==> src/rtl/counter_m_pkg.sv <==
// Shared definitions for the counter_M arbiter: state encoding and default parameters.
package counter_m_pkg;

    localparam int M_DEFAULT      = 10;
    localparam int WRAP_W_DEFAULT = 8;

    typedef enum logic [1:0] {
        IDLE  = 2'd0,
        CLEAR = 2'd1,
        RUN   = 2'd2,
        DONE  = 2'd3
    } state_e;

endpackage

==> src/rtl/rr_arb2.sv <==
// Two-input round-robin arbiter: combinational select, pointer flips away from each winner.
module rr_arb2 (
    input  logic       clk,
    input  logic       rst_n,
    input  logic [1:0] req_i,
    input  logic       take_i,
    output logic [1:0] gnt_o
);

    // ptr_q names the requester that wins a tie.
    logic ptr_q;

    always_comb begin
        // NOTE: default first so every path assigns gnt_o and no latch is inferred.
        gnt_o = 2'b00;
        case (req_i)
            2'b01:   gnt_o = 2'b01;
            2'b10:   gnt_o = 2'b10;
            2'b11:   gnt_o = ptr_q ? 2'b10 : 2'b01;
            default: gnt_o = 2'b00;
        endcase
    end

    always_ff @(posedge clk or negedge rst_n) begin
        if (!rst_n) begin
            ptr_q <= 1'b0;
        end else if (take_i && (req_i != 2'b00)) begin
            ptr_q <= gnt_o[0];
        end
    end

endmodule

==> src/rtl/counter_m_arbiter.sv <==
// Shares one counter_M between two requesters: grant, clear, count N carries, pulse done.
// Optional carry watchdog with sticky err: define COUNTER_M_ARB_TIMEOUT_EN.
module counter_m_arbiter
    import counter_m_pkg::*;
#(
    parameter int M      = M_DEFAULT,
    parameter int WRAP_W = WRAP_W_DEFAULT
) (
    input  logic              clk,
    input  logic              Reset,
    input  logic [1:0]        req,
    input  logic [WRAP_W-1:0] len0,
    input  logic [WRAP_W-1:0] len1,
    output logic [1:0]        gnt,
    output logic [1:0]        done,
    output logic              busy,
    output logic              cnt_enable,
    output logic              cnt_clr_n,
    input  logic              cnt_carry,
    output logic              err
);

    state_e            state_q;
    logic [1:0]        gnt_q;
    logic [1:0]        done_q;
    logic              busy_q;
    logic              cnt_enable_q;
    logic              cnt_clr_n_q;
    logic [WRAP_W-1:0] len_q;
    logic [WRAP_W-1:0] wrap_q;

    logic [1:0]        arb_gnt;
    logic              arb_take;
    logic              req_held;
    logic              last_wrap;
    logic              timeout;
    logic [WRAP_W-1:0] len_sel;

    assign arb_take  = (state_q == IDLE) && (req != 2'b00);
    assign req_held  = |(req & gnt_q);
    assign last_wrap = (wrap_q == (len_q - WRAP_W'(1)));
    assign len_sel   = arb_gnt[1] ? len1 : len0;

    rr_arb2 u_arb (
        .clk    (clk),
        .rst_n  (Reset),
        .req_i  (req),
        .take_i (arb_take),
        .gnt_o  (arb_gnt)
    );

`ifdef COUNTER_M_ARB_TIMEOUT_EN
    localparam int WD_W = $clog2(M + 3);

    logic [WD_W-1:0] wd_q;
    logic            err_q;

    // Trips on the RUN cycle that would carry the watchdog to M+2 without a carry.
    assign timeout = (state_q == RUN) && !cnt_carry && (wd_q == WD_W'(M + 1));

    always_ff @(posedge clk or negedge Reset) begin
        if (!Reset) begin
            wd_q  <= '0;
            err_q <= 1'b0;
        end else begin
            if ((state_q != RUN) || cnt_carry) begin
                wd_q <= '0;
            end else begin
                wd_q <= wd_q + WD_W'(1);
            end
            if (timeout && req_held) begin
                err_q <= 1'b1;
            end
        end
    end

    assign err = err_q;
`else
    assign timeout = 1'b0;
    // Without the watchdog err stays low for every legal modulus.
    assign err     = (M < 1);
`endif

    always_ff @(posedge clk or negedge Reset) begin
        if (!Reset) begin
            state_q      <= IDLE;
            gnt_q        <= 2'b00;
            done_q       <= 2'b00;
            busy_q       <= 1'b0;
            cnt_enable_q <= 1'b0;
            cnt_clr_n_q  <= 1'b1;
            len_q        <= '0;
            wrap_q       <= '0;
        end else begin
            // NOTE: non-blocking throughout, so every branch sees the pre-edge register values.
            done_q <= 2'b00;
            case (state_q)
                IDLE: begin
                    if (req != 2'b00) begin
                        gnt_q       <= arb_gnt;
                        len_q       <= len_sel;
                        busy_q      <= 1'b1;
                        cnt_clr_n_q <= 1'b0;
                        state_q     <= CLEAR;
                    end
                end
                CLEAR: begin
                    cnt_clr_n_q <= 1'b1;
                    wrap_q      <= '0;
                    if (len_q == '0) begin
                        done_q  <= gnt_q;
                        state_q <= DONE;
                    end else begin
                        cnt_enable_q <= 1'b1;
                        state_q      <= RUN;
                    end
                end
                RUN: begin
                    if (!req_held || timeout) begin
                        // Requester withdrew or the counter stalled: abandon without done.
                        gnt_q        <= 2'b00;
                        busy_q       <= 1'b0;
                        cnt_enable_q <= 1'b0;
                        state_q      <= IDLE;
                    end else if (cnt_carry) begin
                        wrap_q <= wrap_q + WRAP_W'(1);
                        if (last_wrap) begin
                            cnt_enable_q <= 1'b0;
                            done_q       <= gnt_q;
                            state_q      <= DONE;
                        end
                    end
                end
                DONE: begin
                    gnt_q   <= 2'b00;
                    busy_q  <= 1'b0;
                    state_q <= IDLE;
                end
                default: begin
                    gnt_q        <= 2'b00;
                    busy_q       <= 1'b0;
                    cnt_enable_q <= 1'b0;
                    cnt_clr_n_q  <= 1'b1;
                    state_q      <= IDLE;
                end
            endcase
        end
    end

    assign gnt        = gnt_q;
    assign done       = done_q;
    assign busy       = busy_q;
    assign cnt_enable = cnt_enable_q;
    assign cnt_clr_n  = cnt_clr_n_q;

endmodule

==> config.mk <==
export PLATFORM = sky130hd
export DESIGN_NAME = counter_m_arbiter
export DESIGN_NICKNAME = d
export VERILOG_FILES = /design/src/rtl/counter_m_pkg.sv /design/src/rtl/rr_arb2.sv /design/src/rtl/counter_m_arbiter.sv
export SDC_FILE = /design/constraint.sdc
export NUM_CORES = 1
export LEC_CHECK = 0
export BUFFER_PORTS_ARGS = -buffer_cell sky130_fd_sc_hd__buf_2
export CAP_MARGIN = 10
export CORE_ASPECT_RATIO = 0.75
export CORE_UTILIZATION = 47
export CTS_CLUSTER_SIZE = 25
export DETAILED_ROUTE_END_ITERATION = 10
export GPL_TIMING_DRIVEN = 0
export PLACE_DENSITY_LB_ADDON = 0.05
export SKIP_LAST_GASP = 1
export SYNTH_ARGS = -nofsm -noshare
export SYNTH_HDL_FRONTEND = slang
export SYNTH_HIERARCHICAL = 1
export SYNTH_SLANG_ARGS = --single-unit
==> constraint.sdc <==
create_clock -name clk -period 3.9 [get_ports clk]
set_clock_uncertainty 0.05 [all_clocks]
set_input_delay 0.585 -clock clk [delete_from_list [all_inputs] [get_ports clk]]
set_output_delay 0.585 -clock clk [all_outputs]
set_load 0.01 [all_outputs]
# Word-level counts from Yosys, hierarchy flattened
# Cells that the tools add are included.
# W data, S select, Z words.
# classes
mul	0
div_mod_pow	0
mux	30
n_reduce_logical	15
n_lt_le_gt_ge	0
add_sub_neg	2
n_shift	0
eq_ne	14
n_bitwise	1
# op_table
cell	count
$mux W8	3
$mux W2	11
$pmux W8 S2	1
$pmux W2 S3	2
$reduce_and A3 Y1	3
$add A8 B1 Y8 const B	1
$eq A2 B2 Y1 const B	4
$eq A8 B8 Y1	1
$logic_not A8 Y1	1
$mux W1	8
$ne A2 B2 Y1 const B	4
$pmux W2 S4	1
$sub A8 B1 Y8 const B	1
$ne A3 B3 Y1 const B	2
$reduce_bool A2 Y1	3
$eq A2 B1 Y1 const B	2
$pmux W1 S2	2
$pmux W2 S2	1
$reduce_and A2 Y1	2
$reduce_and A4 Y1	1
$pmux W1 S3	1
$reduce_bool A3 Y1	1
$and A2 B2 Y2	1
$logic_and A1 B1 Y1	2
3 further kinds	3
# word_totals
out_inout_bits	8
mem_bits_ro	0
n_memories	0
mem_bits_rw	0
wordCells	71
latch_bits	0
input_bits	21
regBits	26

# Longest topological paths before layout
# Gate-level depths: netlist of run 1.
# depth
ltp_word	6
depth_mapped	7

# By module
# The synthesis of run 1 kept the hierarchy.
# modules_own_cells
mod	cells_each	instances	area_per_inst_um2
counter_m_arbiter	163	1	1501.4
rr_arb2	6	1	55.1

# Least setup slack after synthesis of run 1
# Ideal clock, no wire load.
# synth_path
kind	register to register
from	register len_q[0]
to	register state_q[1]
path_stages_with_launch	6
setup_time_ps	96
path_buffers	0
arrival_time_ps	1871
synth_period_minus_slack_ps	2016
slack_ps	1884
path_cell_list	dfrtp_1 or4_1 or3_1 a211oi_2 nand3_2 a311oi_2
# synth_via
elab_chain_len	4
# synth_rtl
element	line	rtl
start, declared	counter_m_arbiter.sv:29	logic [WRAP_W-1:0] len_q;
start signal, assigned	counter_m_arbiter.sv:101	len_q <= len_sel;
$sub A8 B1 Y8	counter_m_arbiter.sv:41	assign last_wrap = (wrap_q == (len_q - WRAP_W'(1)));
$eq A8 B8 Y1	counter_m_arbiter.sv:41	
$ne A3 B3 Y1 (no line)	n/a	
$reduce_and A3 Y1 (no line)	n/a	
end signal, assigned	counter_m_arbiter.sv:86	state_q <= IDLE;
end signal, assigned	counter_m_arbiter.sv:104	state_q <= CLEAR;
end signal, assigned	counter_m_arbiter.sv:112	state_q <= DONE;
end, declared	counter_m_arbiter.sv:23	state_e state_q;
# Every way passes these cells.
# A chain may end at the register's enable or synchronous reset.

# Worst setup path in the final report of run 1
# Ends and elaborated chain as after synthesis.

==> results of run 1 <==
[power groups by stage]
stage                     logic [mW]  registers (mW)  clock network, mW
after floorplan                0.455           0.458                  0
after global placement         0.582           0.466                  0
after detailed placement       0.602           0.477                  0
after CTS                      0.607           0.471              0.184
after global routing           0.688           0.488              0.192
final                          0.605           0.469              0.178
[worst max path at each step]
stage | endpoint | depth (start not counted) | slack, ns | from
after floorplan | state_q[1] | 5 | 1.88 | len_q[0]
after global placement | state_q[1] | 5 | 1.73 | len_q[0]
after detailed placement | state_q[1] | 5 | 1.71 | len_q[0]
after CTS | state_q[1] | 5 | 1.68 | len_q[0]
after global routing | state_q[1] | 5 | 1.63 | len_q[0]
final | state_q[1] | 5 | 1.69 | len_q[0]
[logic make-up (layout without fill, tap and decap cells)]
group           after synthesis  after routing  share of synthesized area
fa+ha+maj                     6              6                    0.04823
compound gates               38             38                     0.1616
mux                          10             10                    0.06511
simple gates                 60             60                     0.1857
buf+inv                      13             44                    0.03377
xor+xnor                     15             15                    0.08441
flops                        26             26                     0.4188
other cells                   1              1                   0.002409
[final cells by class]
| type | instances | area (um2) |
|---|---|---|
| clock buffer | 4 | 55.05 |
| multi-input combinational | 130 | 852.1 |
| fill | 282 | 1247 |
| timing repair buffer | 27 | 135.1 |
| inverter | 7 | 26.28 |
| tap | 38 | 47.55 |
| buffer | 6 | 26.28 |
| sequential | 26 | 651.9 |
[worst register-to-register path: stages (launching register included)]
cell                       delay, ns
sky130_fd_sc_hd__dfrtp_1        0.47
sky130_fd_sc_hd__or4_1          0.54
sky130_fd_sc_hd__or3_1          0.34
sky130_fd_sc_hd__a211oi_2       0.30
sky130_fd_sc_hd__nand3_2        0.15
sky130_fd_sc_hd__a311oi_2       0.28
[cell usage in the layout (no fill, tap or decap), drive strengths merged, types with 2 or more instances in the layout]
cell type	count
nor2b	2
nor2	11
nand4	7
a21boi	2
xor2	9
a31oi	2
mux2i	9
nand2	22
o31ai	2
xnor2	6
buf	28
inv	7
a21oi	7
o21ai	16
clkbuf	9
nand3	6
dfrtp	25
ha	6
nor3	2
and2	3
and3	3
[state kept, by name, indices dropped and copies added, names as in the netlist]
name,count
len_q,8
cnt_enable,1
u_arb/ptr_q,1
gnt,2
busy,1
cnt_clr_n,1
state_q,2
wrap_q,8
done,2
[metal layers]
layer | share of wire | track usage | wire (um)
met1 | 0.51 | 0.3224 | 1704
met5 | 0 | 0 | 0
met3 | 0.053 | 0.05263 | 176
met4 | 0.0051 | 0.04167 | 17
met2 | 0.43 | 0.3170 | 1445
[per-stage QoR]
stage | power (mW) | setup slack, ns | hold WS, ns | util
after floorplan | 0.9130 | 1.884 | 0.2394 | -
after global placement | 1.048 | 1.734 | 0.3983 | 0.5718
after detailed placement | 1.078 | 1.713 | 0.4028 | 0.5718
after CTS | 1.261 | 1.684 | 0.2659 | 0.5899
after global routing | 1.368 | 1.629 | 0.2912 | 0.5899
final | 1.253 | 1.686 | 0.2416 | 0.5899
==> out/results.txt, run 1 <==
The total half-perimeter wirelength after legalization and detailed placement is 2.549 mm, and the maximum root-to-sink buffer count is 2. The setup path with the least slack is of type reg -> reg. Subtracting the final worst setup slack from the clock period gives 2.214 ns. Routability-driven placement finished with a final weighted congestion of 0.8299.

The quantity of hold-fixing buffers added after cts came out at 0. The count of buffers inserted at the top-level ports was 27; the final layout net count was 228. For the total number of placement rows, the log shows 17.

During I/O placement, the number of pins put on the boundary was 29. The longest individual stage delay on the worst path came out at 0.54 ns. Clock tree synthesis selected as its root buffer the cell sky130_fd_sc_hd__clkbuf_8.

Among all flip-flop cells after synthesis, the most frequent one is sky130_fd_sc_hd__dfrtp_1. In this run the vertical extent of the chip is 51.84 um. The final number of setup-violating endpoints was 0; the final max-slew violation count was 0. The synthesis-to-layout area growth is 15.27%. At the later pin of the worst-skew pair, clock insertion delay measures 0.27 ns. Wires add up to 3.344 mm. The terminus of the critical flop-to-flop path is state_q[1]. In the synthesized netlist, the cells that appear most often are sky130_fd_sc_hd__dfrtp_1 (25), sky130_fd_sc_hd__nand2_1 (22), sky130_fd_sc_hd__o21ai_0 (14). For the number of global-route vias before repair, the log shows 1166. The fmax came out at 451.7 MHz. Entering global routing, the biggest net connects 27 pins. In this run the critical register-to-register path is launched from len_q[0].

0 antenna diodes ended up in the layout. The most frequently used cell type in the post-synthesis netlist is sky130_fd_sc_hd__dfrtp_1. Internal power comes to 0.7033 mW.

The initial core utilization is 0.5117, and the post-place instance area is 0.001739 mm2. For the pin with the worst max-slew slack, the measured transition is 0.5872 ns. Cell accounting for the most synthesized area: sky130_fd_sc_hd__dfrtp_1. The detailed router finished its first iteration with 80 violations. The region available for standard cell placement spans 0.003042 mm2. Yosys mapped a number of flops with a built-in enable equal to 0.

By area the synthesized netlist is led by sky130_fd_sc_hd__dfrtp_1 (40%), sky130_fd_sc_hd__mux2i_1 (5.8%), sky130_fd_sc_hd__nand2_1 (5.3%). TritonCTS built the clock tree. Global routing finished with a remaining overflow of 0.

The proportion of synthesized flip-flops having asynchronous set or reset is 1.000, and the total CTS buffers is 3. The number of hold violations in the final report is 0. The proportion of power drawn by the clock network is 0.142, and the area of the mapped netlist is 0.001556 mm2.

The post-detailed-route wirelength per cell is 14.05 um. From left edge to right edge, the die measures 68.45 um. Yosys warning count: 6. The portion of the post-synthesis area used by sequential elements was 0.4188. In this run, post-CTS repair resized a total of 0 instances.

The standard cell with the maximum stage delay on the critical path was sky130_fd_sc_hd__or4_1. The logs give 40 for the count of cell types in the netlist and 1.69 ns for the reg-to-reg setup timing slack. The number of buffers inserted to repair setup after CTS was 0; the number of non-filler instances in the completed layout was 238. Number of cells in the design after placement: 234. The analysis attributes to net switching a power of 0.5493 mW. The wire length of the first global-routing pass is 5.589 mm, and the CTS clock-pin slew for the worst setup and hold paths is 0.09 ns. In this design, the largest share of critical-path delay is due to simple AND/OR/NAND/NOR gates. The run finished with clean final reports. The count of nets left with antenna violations once routing finished came out at 0. The first detailed-routing pass took 4 iterations. The run gives 196 as the number of nets in the synthesized netlist.

The tools report the gate count after technology mapping as 169. STA puts the critical path data arrival time at 2.35 ns. Worst slew margin relative to its limit: 0.6049. Adding up every negative setup slack in the final design gives 0 ns. STA classifies the critical path endpoint as a register.

Averaged over all synthesized cells, the footprint is 9.210 um2. Number of cells on the worst reg-to-reg path: 5. The logs give 0.001794 mm2 for the final standard cell area without fillers and 0.375 for the part of the power in registers.

Worst vdd rail ir drop: 347.2 uV. The switching share of total power was 0.4385; the fraction of layout instances using a drive strength above 1 was 0.1950. The run gives 0.483 as the relative contribution of combinational cells to total power. Post-synthesis sequential element count: 26. The CTS H-tree depth is 1. The via count normalized by instance count came out at 5.466. The kind of launch point of the worst setup path was a register. The critical path data required time is 4.03 ns, and the total buffers and inverters traversed by the critical path is 0. The top-area cell type share of the netlist area works out to 0.4019. The die covers 0.003548 mm2.

The number of antenna violations at the first check in global routing is 0. The final route contains 1301 vias. Setup repair after global routing left no endpoint under its margin. The total number of clock tree sinks was 26; the power density normalized to cell area was 698.2 mW/mm2. Maximum fanout count along the critical path: 6. For this design the static power due to leakage is 0.8505 nW. The share of the clock period used by the worst path is 0.5677. The tools report the global-route usage over all layers as 0.2172.

The classification of the worst-slack hold path is in -> async. Across the run, the number of max-cap violations was 0. The critical path goes through or4_1, or3_1, a211oi_2, nand3_2, a311oi_2. In the routed design, unresolved DRC markers number 0.
No activity file was read; power rests on OpenSTA's default activity.
==> run 2: changes to the inputs <==
Settings changed: ABC_AREA from default to 1.
Clock period 3.9 ns to 2.1 ns, I/O delays scaled along.
==> run 2 against run 1 <==
Against the previous run: cell area is 10% higher; hold slack better by 0.0041 ns; via count is 15% higher; register-to-register slack worse by 1.5 ns; sequential power up 83%; wire length increased by 1.7%; total power is 85% higher; setup slack worse by 1.5 ns; synthesized cell count increased by 41%; largest cell class unchanged; highest routed layer unchanged.
==> out/results.txt, run 2 <==
The flow ran to the end, and the final reports show no timing, DRC or antenna violations. The top cell family by delay on the critical path was buffers and inverters. The cell count after synthesis came out at 239. The longest individual stage delay on the worst path was 0.43 ns; the final routed DRC violation total was 0.

The run gives 0 as the number of buffers inserted to repair setup after CTS. The net count of the finished layout is 299. The tools report the worst slew margin relative to its limit as 0.6119. TritonCTS built the clock tree. STA classifies the critical path startpoint as a register. Ranked by total cell area, the synthesized netlist is headed by sky130_fd_sc_hd__dfrtp_1 (36%), sky130_fd_sc_hd__nand2_1 (15%), sky130_fd_sc_hd__inv_1 (5.4%). In this run the cell area measured after placement is 0.001926 mm2. The clock latency on the worst-skew pair is 0.27 ns. Detailed routing inserted a total of 1490 vias. The clock passes through at most 2 buffers. Counting every net in the synthesized netlist gives 266.

The total buffers and inverters traversed by the critical path is 3, and the count of cell types in the netlist is 33. The detailed-routing iteration count for the pre-antenna-repair pass is 4, and the sum of routed wire length over all layers is 3.402 mm. The run gives 5.733 mm as the wire length of the first global-routing pass. From synthesis to final layout, the design area changed by 14.63%.

For this run, the top clock speed supported by timing is 510.8 MHz. The logs give 0.5081 for the initial core utilization and 0 for the number of nets with antenna violations after routing. The portion of the post-synthesis area used by sequential elements came out at 0.3773. The worst setup path is captured at a register. The part of the power in registers is 0.371, and the proportion of power drawn by the clock network is 0.126. The top-area cell type share of the netlist area works out to 0.3621.

The die boundary width was 72.02 um; the worst vdd rail ir drop was 583.3 uV. Entering global routing, the biggest net connects 27 pins. The worst hold path belongs to the class in -> reg. After detailed routing, the average wire length per cell comes to 10.60 um.

The die height was 54.51 um; the final max-slew violation count was 0. The floorplan step defined a die boundary enclosing 0.003926 mm2. Yosys mapped a number of flops with a built-in enable equal to 0.

Detailed placement ended at an HPWL of 2.689 mm. The library cells used most frequently in the layout, excluding fill and tap cells, are sky130_fd_sc_hd__nand2_1 (69), sky130_fd_sc_hd__buf_2 (27), sky130_fd_sc_hd__inv_1 (25), sky130_fd_sc_hd__dfrtp_1 (25), sky130_fd_sc_hd__nor2_1 (20). The number of global-route vias before repair is 1211.

The power density normalized to cell area was 1168 mW/mm2; the placer congestion estimate was 0.8200. The total number of clock tree sinks came out at 26. The commonest non-fill, non-tap cell in the layout was sky130_fd_sc_hd__nand2_1. The post-synthesis sequential element count came out at 26. The tree is rooted in a sky130_fd_sc_hd__clkbuf_8. Cell internal power was estimated by the tool at 1.231 mW.

For the worst setup path, the data required time is 2.21 ns. The global-route usage over all layers was 0.1909; the total number of placement rows was 18. For the arrival time reported for the critical path endpoint, the log shows 2.07 ns. The tools report the CTS H-tree depth as 1.

The setup total negative slack came out at 0 ns. The share of the clock period used by the worst path is 0.9322. In this run the register-to-register setup slack is 0.14 ns.

For this run, the number of Yosys warnings is 6. The relative contribution of combinational cells to total power was 0.503; the overall power after layout was 2.313 mW. In the routed layout, each cell is associated on average with a via count of 4.642. The most used flip-flop cell after synthesis is sky130_fd_sc_hd__dfrtp_1. The commonest cells after synthesis are sky130_fd_sc_hd__nand2_1 (69), sky130_fd_sc_hd__dfrtp_1 (25), sky130_fd_sc_hd__inv_1 (25). The shortest period the worst path allows came out at 1.958 ns.

Setup violations remaining at the end of the flow were counted as 0. After synthesis, the mean cell area works out to 7.230 um2. The count of buffers inserted at the top-level ports works out to 27.

The switching power summed over all nets was 1.082 mW. The switching share of total power is 0.4676, and the number of top-level pins is 29. The fraction of layout instances using a drive strength above 1 was 0.2325. Diode insertion count for antenna repair: 0. The largest registers in the layout are len_q x8, wrap_q x8.

For the number of hold violations in the final report, the log shows 0. The most common cell in the synthesized netlist is sky130_fd_sc_hd__nand2_1. After synthesis the cells add up to 0.001728 mm2.

The fill cell instance count of the final layout was 320; the total CTS buffers was 3. The core region is 0.003401 mm2. Cell accounting for the most synthesized area: sky130_fd_sc_hd__dfrtp_1.

The analysis attributes to cell leakage a power of 1.002 nW. The slew at the pin closest to its max-slew limit is 0.5822 ns. Across the run, the number of max-cap violations was 0. Proportion of synthesized flip-flops having asynchronous set or reset: 1.000. After clock tree synthesis, the clock-pin slew on the worst setup and hold paths is 0.09 ns. Traced cell by cell, the critical path runs through inv_1, ha_1, inv_1, a21oi_2, clkbuf_1, o21ai_0, nand2_1, nand2_1. The largest individual stage delay along the critical path comes from the cell sky130_fd_sc_hd__dfrtp_1.

The final standard cell area without fillers was 0.001981 mm2; the maximum fanout count along the critical path was 11. For the aggregate global routing overflow, the log shows 0. The number of DRC markers in iteration 0 was 86; the number of antenna violations at the first check in global routing was 0. Setup repair after global routing left no endpoint under its margin. The critical path in this run is classified as reg -> reg.
-- run 2: tightest hold or removal path, stage by stage --
cell	delay, ns
sky130_fd_sc_hd__buf_2	0.10
sky130_fd_sc_hd__nand2_1	0.04
sky130_fd_sc_hd__a31oi_1	0.07
-- run 2: final cells by class --
| cell class | instances | area (um2) | share of cell area |
|---|---|---|---|
| plain buffers | 4 | 18.77 | 0.009476 |
| multi-input cells | 175 | 927.1 | 0.4681 |
| clock buffers | 4 | 45.04 | 0.02274 |
| repair buffers | 28 | 145.1 | 0.07328 |
| flip-flops and latches | 26 | 651.9 | 0.3291 |
| well taps | 50 | 62.56 | 0.03159 |
| inverters | 34 | 130.1 | 0.06570 |
-- run 2: through the flow --
step | instances | hold slack (ns) | util | setup WS, ns
after floorplan | 239 | -0.03059 | - | 0.4464
after global placement | 316 | 0.3052 | 0.5662 | 0.1681
after detailed placement | 316 | 0.3016 | 0.5662 | 0.1616
after CTS | 321 | 0.2347 | 0.5824 | 0.1319
after global routing | 321 | 0.2416 | 0.5824 | 0.02790
final | 321 | 0.2457 | 0.5824 | 0.1424
-- run 2: final timing paths --
kind                                 start          end  cells past startpoint
max in group asynchronous            Reset     len_q[2]                      2
min in group asynchronous            Reset    wrap_q[4]                      2
worst min register to register  cnt_enable   cnt_enable                      2
worst max register to register  state_q[0]  u_arb/ptr_q                      8
worst max-delay path            state_q[0]  u_arb/ptr_q                      8
worst min-delay path               len1[6]     len_q[6]                      3
-- run 2: timing repair --
item	in CTS	in global routing
hold buffers	1	0
gates resized for setup	0	0
hold endpoints to repair	13	0
-- run 2: metal layers --
| metal | vias to the layer above | global-route usage | part of all wire |
|---|---|---|---|
| li1 | 829 | - | - |
| met1 | 625 | 0.2947 | 0.55 |
| met2 | 34 | 0.2689 | 0.39 |
| met3 | 2 | 0.04604 | 0.059 |
| met4 | 0 | 0.02941 | 0.0035 |
| met5 | - | 0 | 0 |
-- run 2: cells by family (layout without fill, tap and decap cells) --
logic type / after synthesis / count (layout) / share of synthesized area
XOR/XNOR: 5 / 5 / 0.02534
buffers and inverters: 38 / 70 / 0.08617
AND/OR/NAND/NOR: 135 / 135 / 0.3671
flip-flops: 26 / 26 / 0.3773
other: 1 / 1 / 0.002170
adder cells (fa/ha/maj): 6 / 6 / 0.04345
AO/OA/AOI/OAI: 28 / 28 / 0.09848
-- run 2: power groups by stage --
stage	logic, mW	registers (mW)	clock network [mW]
after floorplan	0.893	0.853	0
after global placement	1.16	0.866	0
after detailed placement	1.16	0.870	0
after CTS	1.17	0.859	0.311
after global routing	1.36	0.887	0.322
final	1.16	0.858	0.291
